--- config.mk ---
export PLATFORM = sky130hd
export DESIGN_NAME = rec_fn_to_in_seq
export DESIGN_NICKNAME = d
export VERILOG_FILES = /design/src/rtl/rec_fn_to_in_seq.sv
export SDC_FILE = /design/constraint.sdc
export NUM_CORES = 1
export LEC_CHECK = 0
export BUFFER_PORTS_ARGS = -buffer_cell sky130_fd_sc_hd__buf_4
export CAP_MARGIN = 10
export CORE_AREA = 2 2 198 200
export CTS_CLUSTER_DIAMETER = 80
export DETAILED_ROUTE_END_ITERATION = 8
export DIE_AREA = 0 0 200 202
export HOLD_SLACK_MARGIN = 0.03
export PLACE_DENSITY = 0.76
export SLEW_MARGIN = 40
export SYNTH_ARGS = -nofsm -noshare
export SYNTH_HDL_FRONTEND = slang
export SYNTH_SLANG_ARGS = --single-unit
--- constraint.sdc ---
create_clock -name clk -period 11.29 [get_ports clk]
set_input_delay 0.5645 -clock clk [delete_from_list [all_inputs] [get_ports clk]]
set_output_delay 0.5645 -clock clk [all_outputs]
set_load 0.005 [all_outputs]
--- src/rtl/rec_fn_to_in_seq.sv ---
// Recoded binary64 to int64/uint64 converter: ALIGN then ROUND, result held in HOLD until taken.
// A new operand can be accepted on the same edge that the held result is consumed.
module rec_fn_to_in_seq (
   input  logic        clk,
   input  logic        reset,
   input  logic        io_in_valid,
   output logic        io_in_ready,
   input  logic [64:0] io_in,
   input  logic        io_signedOut,
   input  logic [1:0]  io_roundingMode,
   output logic        io_out_valid,
   input  logic        io_out_ready,
   output logic [63:0] io_out,
   output logic [4:0]  io_exceptionFlags
);

   typedef enum logic [1:0] {S_IDLE, S_ALIGN, S_ROUND, S_HOLD} state_t;
   typedef enum logic [1:0] {C_FIN, C_ZERO, C_NAN, C_SAT} cls_t;

   state_t        state_q, state_d;
   cls_t          cls_q, cls_d;
   logic [64:0]   in_q;
   logic          signed_q;
   logic [1:0]    rm_q;
   logic [63:0]   int_q, int_d;
   logic          guard_q, guard_d, sticky_q, sticky_d;
   logic [63:0]   out_q, out_d;
   logic [4:0]    flags_q, flags_d;
   logic          accept;

   assign io_in_ready       = (state_q == S_IDLE) | ((state_q == S_HOLD) & io_out_ready);
   assign accept            = io_in_valid & io_in_ready;
   assign io_out_valid      = (state_q == S_HOLD);
   assign io_out            = out_q;
   assign io_exceptionFlags = flags_q;

   always_comb begin
      state_d = state_q;
      case (state_q)
         S_IDLE:  if (accept) state_d = S_ALIGN;
         S_ALIGN: state_d = S_ROUND;
         S_ROUND: state_d = S_HOLD;
         S_HOLD:  if (io_out_ready) state_d = accept ? S_ALIGN : S_IDLE;
         default: state_d = S_IDLE;
      endcase
   end

   // Alignment: split the significand into integer part, guard bit and sticky.
   logic [11:0]        exp_w;
   logic [51:0]        frac_w;
   logic [52:0]        sig_w;
   logic signed [12:0] texp_w;
   logic [5:0]         rsh_w;
   logic [3:0]         lsh_w;
   logic [116:0]       shr_w;

   assign exp_w  = in_q[63:52];
   assign frac_w = in_q[51:0];
   assign sig_w  = {1'b1, frac_w};
   assign texp_w = $signed({1'b0, exp_w}) - 13'sd2048;
   assign rsh_w  = 6'(13'sd52 - texp_w);
   assign lsh_w  = 4'(texp_w - 13'sd52);
   assign shr_w  = {sig_w, 64'b0} >> rsh_w;

   always_comb begin
      int_d    = '0;
      guard_d  = 1'b0;
      sticky_d = 1'b0;
      cls_d    = C_FIN;
      if (exp_w[11:9] == 3'b000) begin
         cls_d = C_ZERO;
      end else if (exp_w[11:9] == 3'b110) begin
         cls_d = C_SAT;
      end else if (exp_w[11:9] == 3'b111) begin
         cls_d = C_NAN;
      end else if (texp_w < -13'sd1) begin
         sticky_d = 1'b1;
      end else if (texp_w == -13'sd1) begin
         guard_d  = 1'b1;
         sticky_d = |frac_w;
      end else if (texp_w <= 13'sd52) begin
         int_d    = {11'b0, shr_w[116:64]};
         guard_d  = shr_w[63];
         sticky_d = |shr_w[62:0];
      end else if (texp_w <= 13'sd63) begin
         int_d = {11'b0, sig_w} << lsh_w;
      end else begin
         cls_d = C_SAT;
      end
   end

   // Rounding and range check on a 65-bit magnitude so a carry out of bit 63 is visible.
   logic        sign_w, inexact_w, inc_w, in_range_w;
   logic [64:0] mag_w;
   logic [63:0] sat_w;

   assign sign_w    = in_q[64];
   assign inexact_w = guard_q | sticky_q;
   assign mag_w     = {1'b0, int_q} + {64'b0, inc_w};
   assign sat_w     = signed_q ? (sign_w ? 64'h8000_0000_0000_0000 : 64'h7FFF_FFFF_FFFF_FFFF)
                               : (sign_w ? 64'h0 : 64'hFFFF_FFFF_FFFF_FFFF);

   always_comb begin
      case (rm_q)
         2'd0:    inc_w = guard_q & (sticky_q | int_q[0]);
         2'd2:    inc_w = sign_w & inexact_w;
         2'd3:    inc_w = ~sign_w & inexact_w;
         default: inc_w = 1'b0;
      endcase
      if (signed_q) in_range_w = sign_w ? (mag_w <= 65'h0_8000_0000_0000_0000) : (mag_w[64:63] == 2'b00);
      else          in_range_w = sign_w ? (mag_w == 65'h0) : ~mag_w[64];
   end

   always_comb begin
      out_d   = '0;
      flags_d = '0;
      case (cls_q)
         C_ZERO: begin
            out_d   = '0;
            flags_d = '0;
         end
         C_NAN: begin
            out_d   = signed_q ? 64'h7FFF_FFFF_FFFF_FFFF : 64'hFFFF_FFFF_FFFF_FFFF;
            flags_d = 5'b10000;
         end
         C_SAT: begin
            out_d   = sat_w;
            flags_d = 5'b10000;
         end
         default: begin
            if (in_range_w) begin
               out_d   = (signed_q & sign_w) ? -mag_w[63:0] : mag_w[63:0];
               flags_d = {4'b0000, inexact_w};
            end else begin
               out_d   = sat_w;
               flags_d = 5'b10000;
            end
         end
      endcase
   end

   always_ff @(posedge clk or posedge reset) begin
      if (reset) begin
         state_q  <= S_IDLE;
         in_q     <= '0;
         signed_q <= 1'b0;
         rm_q     <= '0;
         int_q    <= '0;
         guard_q  <= 1'b0;
         sticky_q <= 1'b0;
         cls_q    <= C_FIN;
         out_q    <= '0;
         flags_q  <= '0;
      end else begin
         state_q <= state_d;
         if (accept) begin
            in_q     <= io_in;
            signed_q <= io_signedOut;
            rm_q     <= io_roundingMode;
         end
         if (state_q == S_ALIGN) begin
            int_q    <= int_d;
            guard_q  <= guard_d;
            sticky_q <= sticky_d;
            cls_q    <= cls_d;
         end
         if (state_q == S_ROUND) begin
            out_q   <= out_d;
            flags_q <= flags_d;
         end
      end
   end

endmodule

Word level (Yosys, flattened, before mapping)
Cells that the tools add are included.
{"block": "totals", "register_bits": 207, "latchBits": 0, "ram_bits": 0, "rom_bits": 0, "inputBits": 72, "out_inout_bits": 71, "elab_cells": 97, "mem_count": 0}
{"block": "classes", "n_addsub": 5, "multipliers": 0, "div": 0, "order_cmp": 4, "n_eq_ne": 13, "shifts": 2, "mux": 43, "n_bitwise": 11, "reduce_logical": 9}
{"op": "2-to-1 mux 64 bit", "n": 13}
{"op": "case mux 64 bit (3 select lines)", "n": 1}
{"op": ">> shifter 117 x 6 -> 117 bit", "n": 1}
{"op": "adder 64 x 1 -> 65 bit", "n": 1}
{"op": "less-or-equal comparator 65 x 64 -> 1 bit (second input constant)", "n": 1}
{"op": "zero test 65 bit", "n": 1}
{"op": "negator 64 bit", "n": 1}
{"op": "<< shifter 53 x 4 -> 64 bit", "n": 1}
{"op": "OR reduction 63 bit", "n": 1}
{"op": "OR reduction 52 bit", "n": 1}
{"op": "less-or-equal comparator 13 x 7 -> 1 bit (second input constant)", "n": 2}
{"op": "2-to-1 mux 2 bit", "n": 9}
{"op": "2-to-1 mux 1 bit", "n": 16}
{"op": "equality test 13 x 1 -> 1 bit (second input constant)", "n": 1}
{"op": "< comparator 13 x 1 -> 1 bit (second input constant)", "n": 1}
{"op": "subtractor 12 x 12 -> 13 bit (second input constant)", "n": 1}
{"op": "equality test 2 bit (second input constant)", "n": 6}
{"op": "case mux 5 bit (2 select lines)", "n": 1}
{"op": "case mux 2 bit (4 select lines)", "n": 1}
{"op": "AND 1 bit", "n": 6}
{"op": "equality test 3 bit (second input constant)", "n": 2}
{"op": "zero test 2 bit", "n": 3}
{"op": "subtractor 5 x 6 -> 6 bit (first input constant)", "n": 1}
{"op": "2-to-1 mux 5 bit", "n": 1}
{"op": "other kinds (10)", "n": 14}

Logic depth before layout (Yosys ltp)
Gate-level depths: netlist (run 1).
{"block": "depth", "word_depth": 10, "mapped_depth": 23, "ltp_nobuf": 18}

Least setup slack after synthesis (run 1)
No wires, ideal clock.
{"block": "synth_timing", "path_type": "reg2reg", "startpoint": "register in_q[52]", "endpoint": "register sticky_q", "setup_time_ns": 0.120, "t_arrival_ns": 5.434, "t_required_ns": 11.170, "setup_slack_ns": 5.735, "stages_incl_launch_ff": 24, "path_buffers": 10, "period_less_slack_ns": 5.555, "path_cell_list": "dfrtp_1 -> clkbuf_1 -> inv_1 -> clkbuf_1 -> clkbuf_1 -> buf_1 -> clkbuf_1 -> ha_1 -> clkbuf_1 -> buf_2 -> buf_1 -> buf_2 -> buf_2 -> mux2i_1 -> mux2i_1 -> mux2i_1 -> mux2i_1 -> o21ai_0 -> nand4b_1 -> nor3_1 -> nor2_1 -> o31ai_1 -> o221ai_1 -> a31o_2"}
{"block": "synth_between", "elab_chain_len": 10, "elab_cells_between_ends": 13, "cone_classes": "add/sub: 2; order compare: 2; eq/ne: 1; shift: 1; mux: 6; reduce/logical: 1"}
{"item": "from (decl)", "line_no": "22", "source": "logic [64:0] in_q;"}
{"item": "from (signal assigned)", "line_no": "157", "source": "in_q <= io_in;"}
{"item": "subtractor 12 x 12 -> 13 bit (*)", "line_no": "60", "source": "assign texp_w = $signed({1'b0, exp_w}) - 13'sd2048;"}
{"item": "subtractor 5 x 6 -> 6 bit", "line_no": "61", "source": "assign rsh_w = 6'(13'sd52 - texp_w);"}
{"item": ">> shifter 117 x 6 -> 117 bit", "line_no": "63", "source": "assign shr_w = {sig_w, 64'b0} >> rsh_w;"}
{"item": "OR reduction 63 bit", "line_no": "84", "source": "sticky_d = |shr_w[62:0];"}
{"item": "2-to-1 mux 1 bit", "line_no": "81", "source": "end else if (texp_w <= 13'sd52) begin"}
{"item": "2-to-1 mux 1 bit", "line_no": "78", "source": "end else if (texp_w == -13'sd1) begin"}
{"item": "2-to-1 mux 1 bit (*)", "line_no": "76", "source": "end else if (texp_w < -13'sd1) begin"}
{"item": "2-to-1 mux 1 bit (*)", "line_no": "74", "source": "end else if (exp_w[11:9] == 3'b111) begin"}
{"item": "2-to-1 mux 1 bit (*)", "line_no": "72", "source": "end else if (exp_w[11:9] == 3'b110) begin"}
{"item": "2-to-1 mux 1 bit (*)", "line_no": "70", "source": "if (exp_w[11:9] == 3'b000) begin"}
{"item": "to (signal assigned)", "line_no": "164", "source": "sticky_q <= sticky_d;"}
{"item": "to (decl)", "line_no": "26", "source": "logic guard_q, guard_d, sticky_q, sticky_d;"}
Mark *: on every way between the ends. The rest lies on a longest branch, timed or not.
A chain may end at the register's enable or synchronous reset.

Worst setup path after layout (run 1)
{"block": "layout_timing", "startpoint": "register in_q[64]", "endpoint": "register out_q[43], in the netlist io_out[43]"}
{"block": "layout_between", "elab_chain_len": 9, "elab_cells_between_ends": 20, "cone_classes": "add/sub: 2; order compare: 1; mux: 10; bitwise: 5; reduce/logical: 2"}
{"item": "inverter 1 bit", "line_no": "107", "source": "2'd3: inc_w = ~sign_w & inexact_w;"}
{"item": "AND 1 bit", "line_no": "107"}
{"item": "case mux 1 bit (3 select lines)", "line_no": "104", "source": "case (rm_q)"}
{"item": "adder 64 x 1 -> 65 bit", "line_no": "99", "source": "assign mag_w = {1'b0, int_q} + {64'b0, inc_w};"}
{"item": "less-or-equal comparator 65 x 64 -> 1 bit (tied with other cells)", "line_no": "110", "source": "if (signed_q) in_range_w = sign_w ? (mag_w <= 65'h0_8000_0000_0000_0000) : (mag_w[64:63] == 2'b00);"}
{"item": "2-to-1 mux 1 bit, on equally long branches", "line_no": "110, 111"}
{"item": "2-to-1 mux 1 bit", "line_no": "110"}
{"item": "2-to-1 mux 64 bit", "line_no": "131", "source": "if (in_range_w) begin"}
{"item": "case mux 64 bit (3 select lines) (*)", "line_no": "117", "source": "case (cls_q)"}
{"item": "to (signal assigned)", "line_no": "168", "source": "out_q <= out_d;"}
{"item": "to (decl)", "line_no": "27", "source": "logic [63:0] out_q, out_d;"}
Marked as above.

==> results of run 1 <==
## layer usage
| metal | routed length [µm] | up-vias | track usage (%) | part of all wire (%) |
|---|---|---|---|---|
| li1 | - | 8136 | - | - |
| met1 | 26000 | 8498 | 43.2 | 44 |
| met2 | 26900 | 862 | 44.8 | 45 |
| met3 | 4370 | 127 | 3.05 | 7.3 |
| met4 | 2490 | 0 | 11.5 | 4.2 |
| met5 | 0 | - | 0 | 0 |
## cells in the mapped netlist (43+ instances only)
cell	n
sky130_fd_sc_hd__a21oi_1	172
sky130_fd_sc_hd__clkbuf_1	120
sky130_fd_sc_hd__dfrtp_1	204
sky130_fd_sc_hd__mux2_2	111
sky130_fd_sc_hd__mux2i_1	109
sky130_fd_sc_hd__mux4_2	81
sky130_fd_sc_hd__nand2_1	249
sky130_fd_sc_hd__nand3_1	45
sky130_fd_sc_hd__nand4_1	43
sky130_fd_sc_hd__nor2_1	175
sky130_fd_sc_hd__o21ai_0	142
sky130_fd_sc_hd__o2bb2ai_1	52
sky130_fd_sc_hd__xnor2_1	80
sky130_fd_sc_hd__xor2_1	49
## placed cells by master, fill, tap and decap left out, types with 6 or more instances in the layout
| master | count |
|---|---|
| sky130_fd_sc_hd__o21ai_0 | 142 |
| sky130_fd_sc_hd__nand3b_1 | 7 |
| sky130_fd_sc_hd__a211oi_1 | 27 |
| sky130_fd_sc_hd__nand3_1 | 45 |
| sky130_fd_sc_hd__xor2_1 | 47 |
| sky130_fd_sc_hd__or4_1 | 11 |
| sky130_fd_sc_hd__a21o_1 | 10 |
| sky130_fd_sc_hd__o31ai_1 | 19 |
| sky130_fd_sc_hd__mux2i_1 | 109 |
| sky130_fd_sc_hd__or3_1 | 10 |
| sky130_fd_sc_hd__and4_1 | 16 |
| sky130_fd_sc_hd__xnor2_1 | 76 |
| sky130_fd_sc_hd__a22o_1 | 10 |
| sky130_fd_sc_hd__o22ai_1 | 25 |
| sky130_fd_sc_hd__o211ai_1 | 9 |
| sky130_fd_sc_hd__clkbuf_16 | 24 |
| sky130_fd_sc_hd__clkbuf_8 | 7 |
| sky130_fd_sc_hd__a21oi_1 | 172 |
| sky130_fd_sc_hd__or2_2 | 10 |
| sky130_fd_sc_hd__nor2b_1 | 10 |
| sky130_fd_sc_hd__nor4_1 | 32 |
| sky130_fd_sc_hd__a221oi_1 | 9 |
| sky130_fd_sc_hd__dfrtp_1 | 201 |
| sky130_fd_sc_hd__and2_1 | 14 |
| sky130_fd_sc_hd__nor3_1 | 29 |
| sky130_fd_sc_hd__nand2b_1 | 15 |
| sky130_fd_sc_hd__mux2_2 | 111 |
| sky130_fd_sc_hd__buf_4 | 158 |
| sky130_fd_sc_hd__inv_1 | 29 |
| sky130_fd_sc_hd__nand2_1 | 247 |
| sky130_fd_sc_hd__o2bb2ai_1 | 52 |
| sky130_fd_sc_hd__and3_1 | 27 |
| sky130_fd_sc_hd__mux4_2 | 81 |
| sky130_fd_sc_hd__nand4_1 | 43 |
| sky130_fd_sc_hd__a31oi_1 | 31 |
| sky130_fd_sc_hd__clkbuf_1 | 6 |
| sky130_fd_sc_hd__nor2_1 | 174 |
| sky130_fd_sc_hd__ha_1 | 13 |
## cell type report
| class | count | area (µm²) | area share (%) |
|---|---|---|---|
| multi-input combinational | 1753 | 12900 | 61.9 |
| sequential | 204 | 5110 | 24.5 |
| timing repair buffer | 164 | 1250 | 5.97 |
| clock buffer | 37 | 719 | 3.44 |
| tap | 518 | 648 | 3.10 |
| inverter | 35 | 144 | 0.689 |
| clock inverter | 7 | 90.1 | 0.431 |
## metrics by stage
step	area (µm²)	setup slack [ns]	cells
3_5_place_dp	20100	4.79	2673
4_1_cts	20900	4.77	2717
5_1_grt	20900	4.29	2718
2_1_floorplan	19000	5.16	2201
6_report	20900	4.73	2718
3_3_place_gp	20000	5.04	2673
## worst min path at each step
stage | depth (start not counted) | startpoint | end | slack (ns)
after CTS | 2 | reset | io_out[11] | 0.14
after global routing | 2 | reset | io_out[9] | 0.16
after detailed placement | 1 | rm_q[1] | rm_q[1] | 0.51
final | 2 | reset | io_out[9] | 0.1
after floorplan | 1 | rm_q[1] | rm_q[1] | 0.48
after global placement | 1 | rm_q[1] | rm_q[1] | 0.49
## cell families (layout without fill, tap and decap cells)
logic type / count (synthesis) / count (layout)
AO/OA/AOI/OAI: 568 / 568
multiplexers: 302 / 302
XOR/XNOR: 129 / 129
other: 1 / 3
adder cells (fa/ha/maj): 18 / 18
flip-flops: 204 / 204
AND/OR/NAND/NOR: 733 / 733
buffers and inverters: 244 / 243
## state kept, by name, summed over array words and instances, names as in the netlist
name and cells:
io_out 64, cls_q 2, state_q 2, sticky_q 1, in_q 65, int_q 64
io_exceptionFlags 2, guard_q 1, rm_q 2, signed_q 1
## critical path: stages (launching register included)
cell	delay [ns]
sky130_fd_sc_hd__dfrtp_1	0.42
sky130_fd_sc_hd__nor2_1	0.14
sky130_fd_sc_hd__xnor2_1	0.13
sky130_fd_sc_hd__o21ai_0	0.10
sky130_fd_sc_hd__a21oi_1	0.45
sky130_fd_sc_hd__ha_1	0.26
sky130_fd_sc_hd__ha_1	0.28
sky130_fd_sc_hd__and3_1	0.44
sky130_fd_sc_hd__nand4_4	0.33
sky130_fd_sc_hd__nor4_1	0.43
sky130_fd_sc_hd__xnor2_1	0.25
sky130_fd_sc_hd__nand4_1	0.25
sky130_fd_sc_hd__nor4_2	0.59
sky130_fd_sc_hd__nand4_2	0.32
sky130_fd_sc_hd__or4_4	0.51
sky130_fd_sc_hd__a22oi_4	0.19
sky130_fd_sc_hd__buf_4	0.45
sky130_fd_sc_hd__o31a_1	0.65
sky130_fd_sc_hd__o22ai_1	0.20
==> flow_metrics.tcl, run 1 <==
set metrics [dict create \
    post_cts_setup_buffers 0 \
    antenna_found_initial 0 \
    post_synth_fa_ha_maj_area_fraction_pct 1.19 \
    synth_top_cell_by_area "sky130_fd_sc_hd__dfrtp_1" \
    vias 17600 \
    number_of_placement_rows 72 \
    area_growth_syn_to_layout_pct 10.2 \
    post-route-util_pct 54.6 \
    route.final.wire_length_um 59700 \
    whs_ns 0.0963 \
    grt_pass1_wl_um 94500 \
    detailedRoute.firstIterationViolations 2044 \
    synth.ff_latch_count 204 \
    finalHoldViolations 0 \
    worst_skew_pair.late_latency_ns 0.56 \
    ctsRootBufferMaster "sky130_fd_sc_hd__clkbuf_16" \
    timing.final.max_slew_violations 0 \
    number_of_cts_inserted_buffers 24 \
    post_cts_resized 0 \
    count_of_clock_tree_sinks 204 \
    synth_top_family_by_area "multiplexers" \
    setup_total_negative_slack_ns 0 \
    critPathLaunchType "register" \
    final_min_period_over_clock_period_pct 58.1 \
    final_net_count 2272 \
    yosys-mux-area-fraction_pct 22.0 \
    global_route.overflow_total 0 \
    grt.total_usage_pct 29.5 \
    clk_pin_slew_worst_paths_ns 0.06 \
    drt_drc_violations_left 0 \
    reg2reg_depth 18 \
    cts_hold_buffers 0 \
    per_instance_average_area_after_synthesis_um2 8.62 \
    worstPathArrival_ns 6.97 \
    die_w_um 200 \
    start_util_pct 49.5 \
    critical_path.max_fanout 57 \
    worst_slew_pin_slew_ns 0.856 \
    fraction_of_post_synthesis_cell_area_in_the_top_cell_type_by_area_pct 26.9 \
    cts_tree "yes" \
    simple_gate_share_of_the_synthesized_area_pct 19.4 \
    io_buffer_count 139 \
    cell_area_after_technology_mapping_mm2 0.0190 \
    cells_taking_the_most_area_after_synthesis "sky130_fd_sc_hd__dfrtp_1 (27%), sky130_fd_sc_hd__mux4_2 (9.6%), sky130_fd_sc_hd__mux2_2 (6.6%)" \
    synth-seq-area-share_pct 26.9 \
    ys_warn_count 0 \
    detail-route-antenna-nets 0 \
    final-setup-viol-count 0 \
    floorplan.die_area_mm2 0.0404 \
    synth_compound_area_share_pct 19.0 \
    synth_enable_flop_cells 0 \
    layout.filler_cells 3510 \
    cp_class "reg -> reg" \
    r2r-end "io_out[43]" \
    synth_cells 2199 \
    setup.worst_path.start "in_q[64]" \
    worstSetupEndpoint "io_out[43]" \
    timing.critical_path.required_ns 11.70 \
    hpwl_after_detailed_placement_um 44600 \
    first_global_vias 16500 \
    final_layout_size_suffix_gt1_share_pct 20.7 \
    grt_max_degree 135 \
    status "complete, no violations" \
    relSlewSlack_pct 42.9 \
    place_congestion 1.02 \
    post_synth_xor_area_fraction_pct 5.96 \
    clock_skew_ns 0.0202 \
    critical_path.reg2reg.startpoint "in_q[64]" \
    synth-async-reset-ratio_pct 100 \
    vias_per_cell 6.48 \
    finalCriticalPeriod_ns 6.56 \
    timing.reg2reg.setup_slack_ns 4.73 \
    ys_dominant_reg_cell "sky130_fd_sc_hd__dfrtp_1" \
    drt_pass1_iterations 6 \
    htreeDepth 1 \
    max_cap_violations 0 \
    num_antenna_cells 0 \
    fp.dieH_um 202 \
    io-pin-count 143 \
    max_clock_freq_mhz 152 \
    wire_per_inst_um 22.0 \
    worst_hold_path_type "in -> async" \
    floorplan.core_area_mm2 0.0383 \
    critical_path.endpoint_type "register" \
    rsz0062_at_grt "false" \
    ctsLongestPathBuffers 3 \
    netlist-cell-type-count 91 \
]
Power of run 1 is left out: the tool's default activity adds up to more than one toggle a clock period on the data nets, which glitch-free logic cannot reach.
==> inputs of run 2 (changes only) <==
ABC_AREA = 1   (was not set)
CORE_AREA = 2 2 205 207   (was 2 2 198 200)
DIE_AREA = 0 0 207 209   (was 0 0 200 202)
PLACE_DENSITY = 0.75   (was 0.76)
clock period = 6.3 ns   (was 11.29 ns; I/O delays follow)
==> flow_metrics.tcl, run 2 <==
set metrics [dict create \
    status "complete, no violations" \
    netlist-cell-type-count 54 \
    vias_per_cell 5.65 \
    worst_skew_pair.late_latency_ns 0.59 \
    final_net_count 3537 \
    largest_register_ff_count 65 \
    start_util_pct 49.2 \
    cp_class "reg -> reg" \
    max_clock_freq_mhz 217 \
    finalCriticalPeriod_ns 4.61 \
    worst_slew_pin_slew_ns 0.872 \
    synth_top_cell_by_area "sky130_fd_sc_hd__dfrtp_1" \
    met2_wirelength_um 34800 \
    largest_register "in_q" \
    vias 22600 \
    highest_layer "met4" \
    drt_drc_violations_left 0 \
    most-common-layout-cells "sky130_fd_sc_hd__nand2_1 (1034), sky130_fd_sc_hd__nor2_1 (431), sky130_fd_sc_hd__o21ai_0 (341), sky130_fd_sc_hd__nand3_1 (278), sky130_fd_sc_hd__inv_1 (244)" \
    fp.dieH_um 209 \
    num_antenna_cells 0 \
    antenna_found_initial 0 \
    worstPathArrival_ns 5.11 \
    fraction_of_post_synthesis_cell_area_in_the_top_cell_type_by_area_pct 25.1 \
    clock_skew_ns 0.0299 \
    max_cap_violations 0 \
    worst_hold_path_type "in -> reg" \
    reg2reg_depth 25 \
    per_instance_average_area_after_synthesis_um2 6.02 \
    htreeDepth 1 \
    timing.critical_path.required_ns 6.79 \
    final-setup-viol-count 0 \
    ctsRootBufferMaster "sky130_fd_sc_hd__clkbuf_16" \
    detailedRoute.firstIterationViolations 2182 \
    critical_path.endpoint_type "register" \
    finalHoldViolations 0 \
    hp-start "io_out_ready" \
    route.final.wire_length_um 76400 \
    global_route.overflow_total 0 \
    hpwl_after_detailed_placement_um 60100 \
    setup_total_negative_slack_ns 0 \
    area_growth_syn_to_layout_pct 13.7 \
    post_cts_resized 0 \
    number_of_placement_rows 75 \
    layout.cells.most_common "sky130_fd_sc_hd__nand2_1" \
    number_of_stages_on_the_worst_hold_path 4 \
    relSlewSlack_pct 41.4 \
    io_buffer_count 139 \
    place_congestion 1.09 \
    grt.total_usage_pct 34.7 \
    cells_taking_the_most_area_after_synthesis "sky130_fd_sc_hd__dfrtp_1 (25%), sky130_fd_sc_hd__nand2_1 (19%), sky130_fd_sc_hd__o21ai_0 (8.4%)" \
    timing.final.max_slew_violations 0 \
    drt_pass1_iterations 6 \
    final_min_period_over_clock_period_pct 73.2 \
    timing.reg2reg.setup_slack_ns 1.69 \
    floorplan.core_area_mm2 0.0413 \
    critical_path.reg2reg.startpoint "sticky_q" \
    io-pin-count 143 \
    detail-route-antenna-nets 0 \
    critPathLaunchType "register" \
    r2r-end "io_out[28]" \
    first_global_vias 21200 \
    min_delay_worst_endpoint "state_q[1]" \
    synth.ff_latch_count 204 \
    clk_pin_slew_worst_paths_ns 0.06 \
    critical_path.max_fanout 64 \
    synth_enable_flop_cells 0 \
    post_synth_most_frequent_cells "sky130_fd_sc_hd__nand2_1 (1035), sky130_fd_sc_hd__nor2_1 (433), sky130_fd_sc_hd__o21ai_0 (341)" \
    final_layout_size_suffix_gt1_share_pct 13.5 \
    synth-async-reset-ratio_pct 100 \
    cell_area_after_technology_mapping_mm2 0.0203 \
    layout.filler_cells 4274 \
    grt_max_degree 106 \
    count_of_clock_tree_sinks 204 \
    routedLengthMet1_um 31400 \
    die_w_um 207 \
    met3_length_um 4010 \
    floorplan.die_area_mm2 0.0433 \
    yosys.cell_count.top_type "sky130_fd_sc_hd__nand2_1" \
    ctsLongestPathBuffers 3 \
    wire_per_inst_um 19.1 \
    whs_ns 0.158 \
    grt_pass1_wl_um 119000 \
    ys_dominant_reg_cell "sky130_fd_sc_hd__dfrtp_1" \
    synth_cells 3373 \
    rsz0062_at_grt "false" \
    number_of_cts_inserted_buffers 26 \
    cts_tree "yes" \
    synth-seq-area-share_pct 25.1 \
    ys_warn_count 0 \
]
## run 2: cell count changes in the layout (fill, tap and decap cells not counted), moves of 83 or more
cell                      change
sky130_fd_sc_hd__inv_1      +215
sky130_fd_sc_hd__mux2_2      -97
sky130_fd_sc_hd__mux2i_1     -83
sky130_fd_sc_hd__nand2_1    +787
sky130_fd_sc_hd__nand3_1    +233
sky130_fd_sc_hd__nor2_1     +257
sky130_fd_sc_hd__o21ai_0    +199
## run 2: cell type report
type                    instances  area, µm²  area share, %
multi-input cells            2710      13400           58.0
inverters                     265       1010           4.36
clock buffers                  34        731           3.17
repair buffers                240       2010           8.70
flip-flops and latches        204       5110           22.1
clock inverters                12        169          0.732
well taps                     539        674           2.92
## run 2: kinds of logic after synthesis
| logic type | Yosys count | synth area share [%] |
|---|---|---|
| and+or+nand+nor | 2001 | 43.9 |
| AOI/OAI and AO/OA | 629 | 17.5 |
| buffers and inverters | 461 | 9.30 |
| DFF | 204 | 25.1 |
| muxes | 40 | 2.06 |
| xor gates and xnor gates | 19 | 0.967 |
| adders and majority gates | 18 | 1.11 |
| other | 1 | 0.0185 |
## run 2: worst max-delay path by stage
stage	start	endpoint	slack, ns	depth (start not counted)
after floorplan	reset	cls_q[0]	0.42	1
after global placement	int_q[0]	io_out[13]	1.63	25
after detailed placement	int_q[0]	io_out[1]	1.76	25
after CTS	int_q[0]	io_out[29]	1.73	25
after global routing	int_q[0]	io_out[1]	1.36	25
final	sticky_q	io_out[28]	1.69	25
## run 2: per-layer routing
layer,vias to the layer above,GRT usage [%]
li1,11200,-
met1,10300,43.3
met2,868,56.6
met3,253,3.83
met4,0,23.9
met5,-,0
## run 2: timing repair
action	in CTS	in global routing
endpoints found under the hold margin	148	0
buffers inserted	0	0
endpoints found under the setup margin	0	0
hold buffers	70	0
## run 2: worst max-delay path, stage by stage (launching register included)
cell                       delay, ns
sky130_fd_sc_hd__dfrtp_1        0.40
sky130_fd_sc_hd__o21ai_0        0.10
sky130_fd_sc_hd__o32ai_1        0.35
sky130_fd_sc_hd__ha_1           0.41
sky130_fd_sc_hd__ha_1           0.27
sky130_fd_sc_hd__inv_1          0.18
sky130_fd_sc_hd__nor2_8         0.22
sky130_fd_sc_hd__nand2_4        0.10
sky130_fd_sc_hd__inv_2          0.10
sky130_fd_sc_hd__nand2_1        0.16
sky130_fd_sc_hd__nand2_1        0.10
sky130_fd_sc_hd__nand2_1        0.07
sky130_fd_sc_hd__clkinv_1       0.08
sky130_fd_sc_hd__nand2_2        0.07
sky130_fd_sc_hd__nor2_4         0.15
sky130_fd_sc_hd__nand2_2        0.11
sky130_fd_sc_hd__nor2_8         0.17
sky130_fd_sc_hd__nand4_4        0.12
sky130_fd_sc_hd__nor2_2         0.16
sky130_fd_sc_hd__nand2_2        0.09
sky130_fd_sc_hd__nand2_4        0.07
sky130_fd_sc_hd__buf_6          0.48
sky130_fd_sc_hd__nand3_2        0.14
sky130_fd_sc_hd__nand2_1        0.10
sky130_fd_sc_hd__nand2_1        0.08
sky130_fd_sc_hd__a21oi_2        0.13
## run 2: through the flow
| step | cells | util, % | worst slack [ns] | area, µm² |
|---|---|---|---|---|
| 2_1_floorplan | 3375 | - | 0.418 | 20300 |
| 3_3_place_gp | 3888 | 51.9 | 1.63 | 21400 |
| 3_5_place_dp | 3888 | 52.0 | 1.76 | 21500 |
| 4_1_cts | 4004 | 55.9 | 1.73 | 23100 |
| 5_1_grt | 4004 | 55.9 | 1.36 | 23100 |
| 6_report | 4004 | 55.9 | 1.69 | 23100 |
Power of run 2 is left out for the same reason.
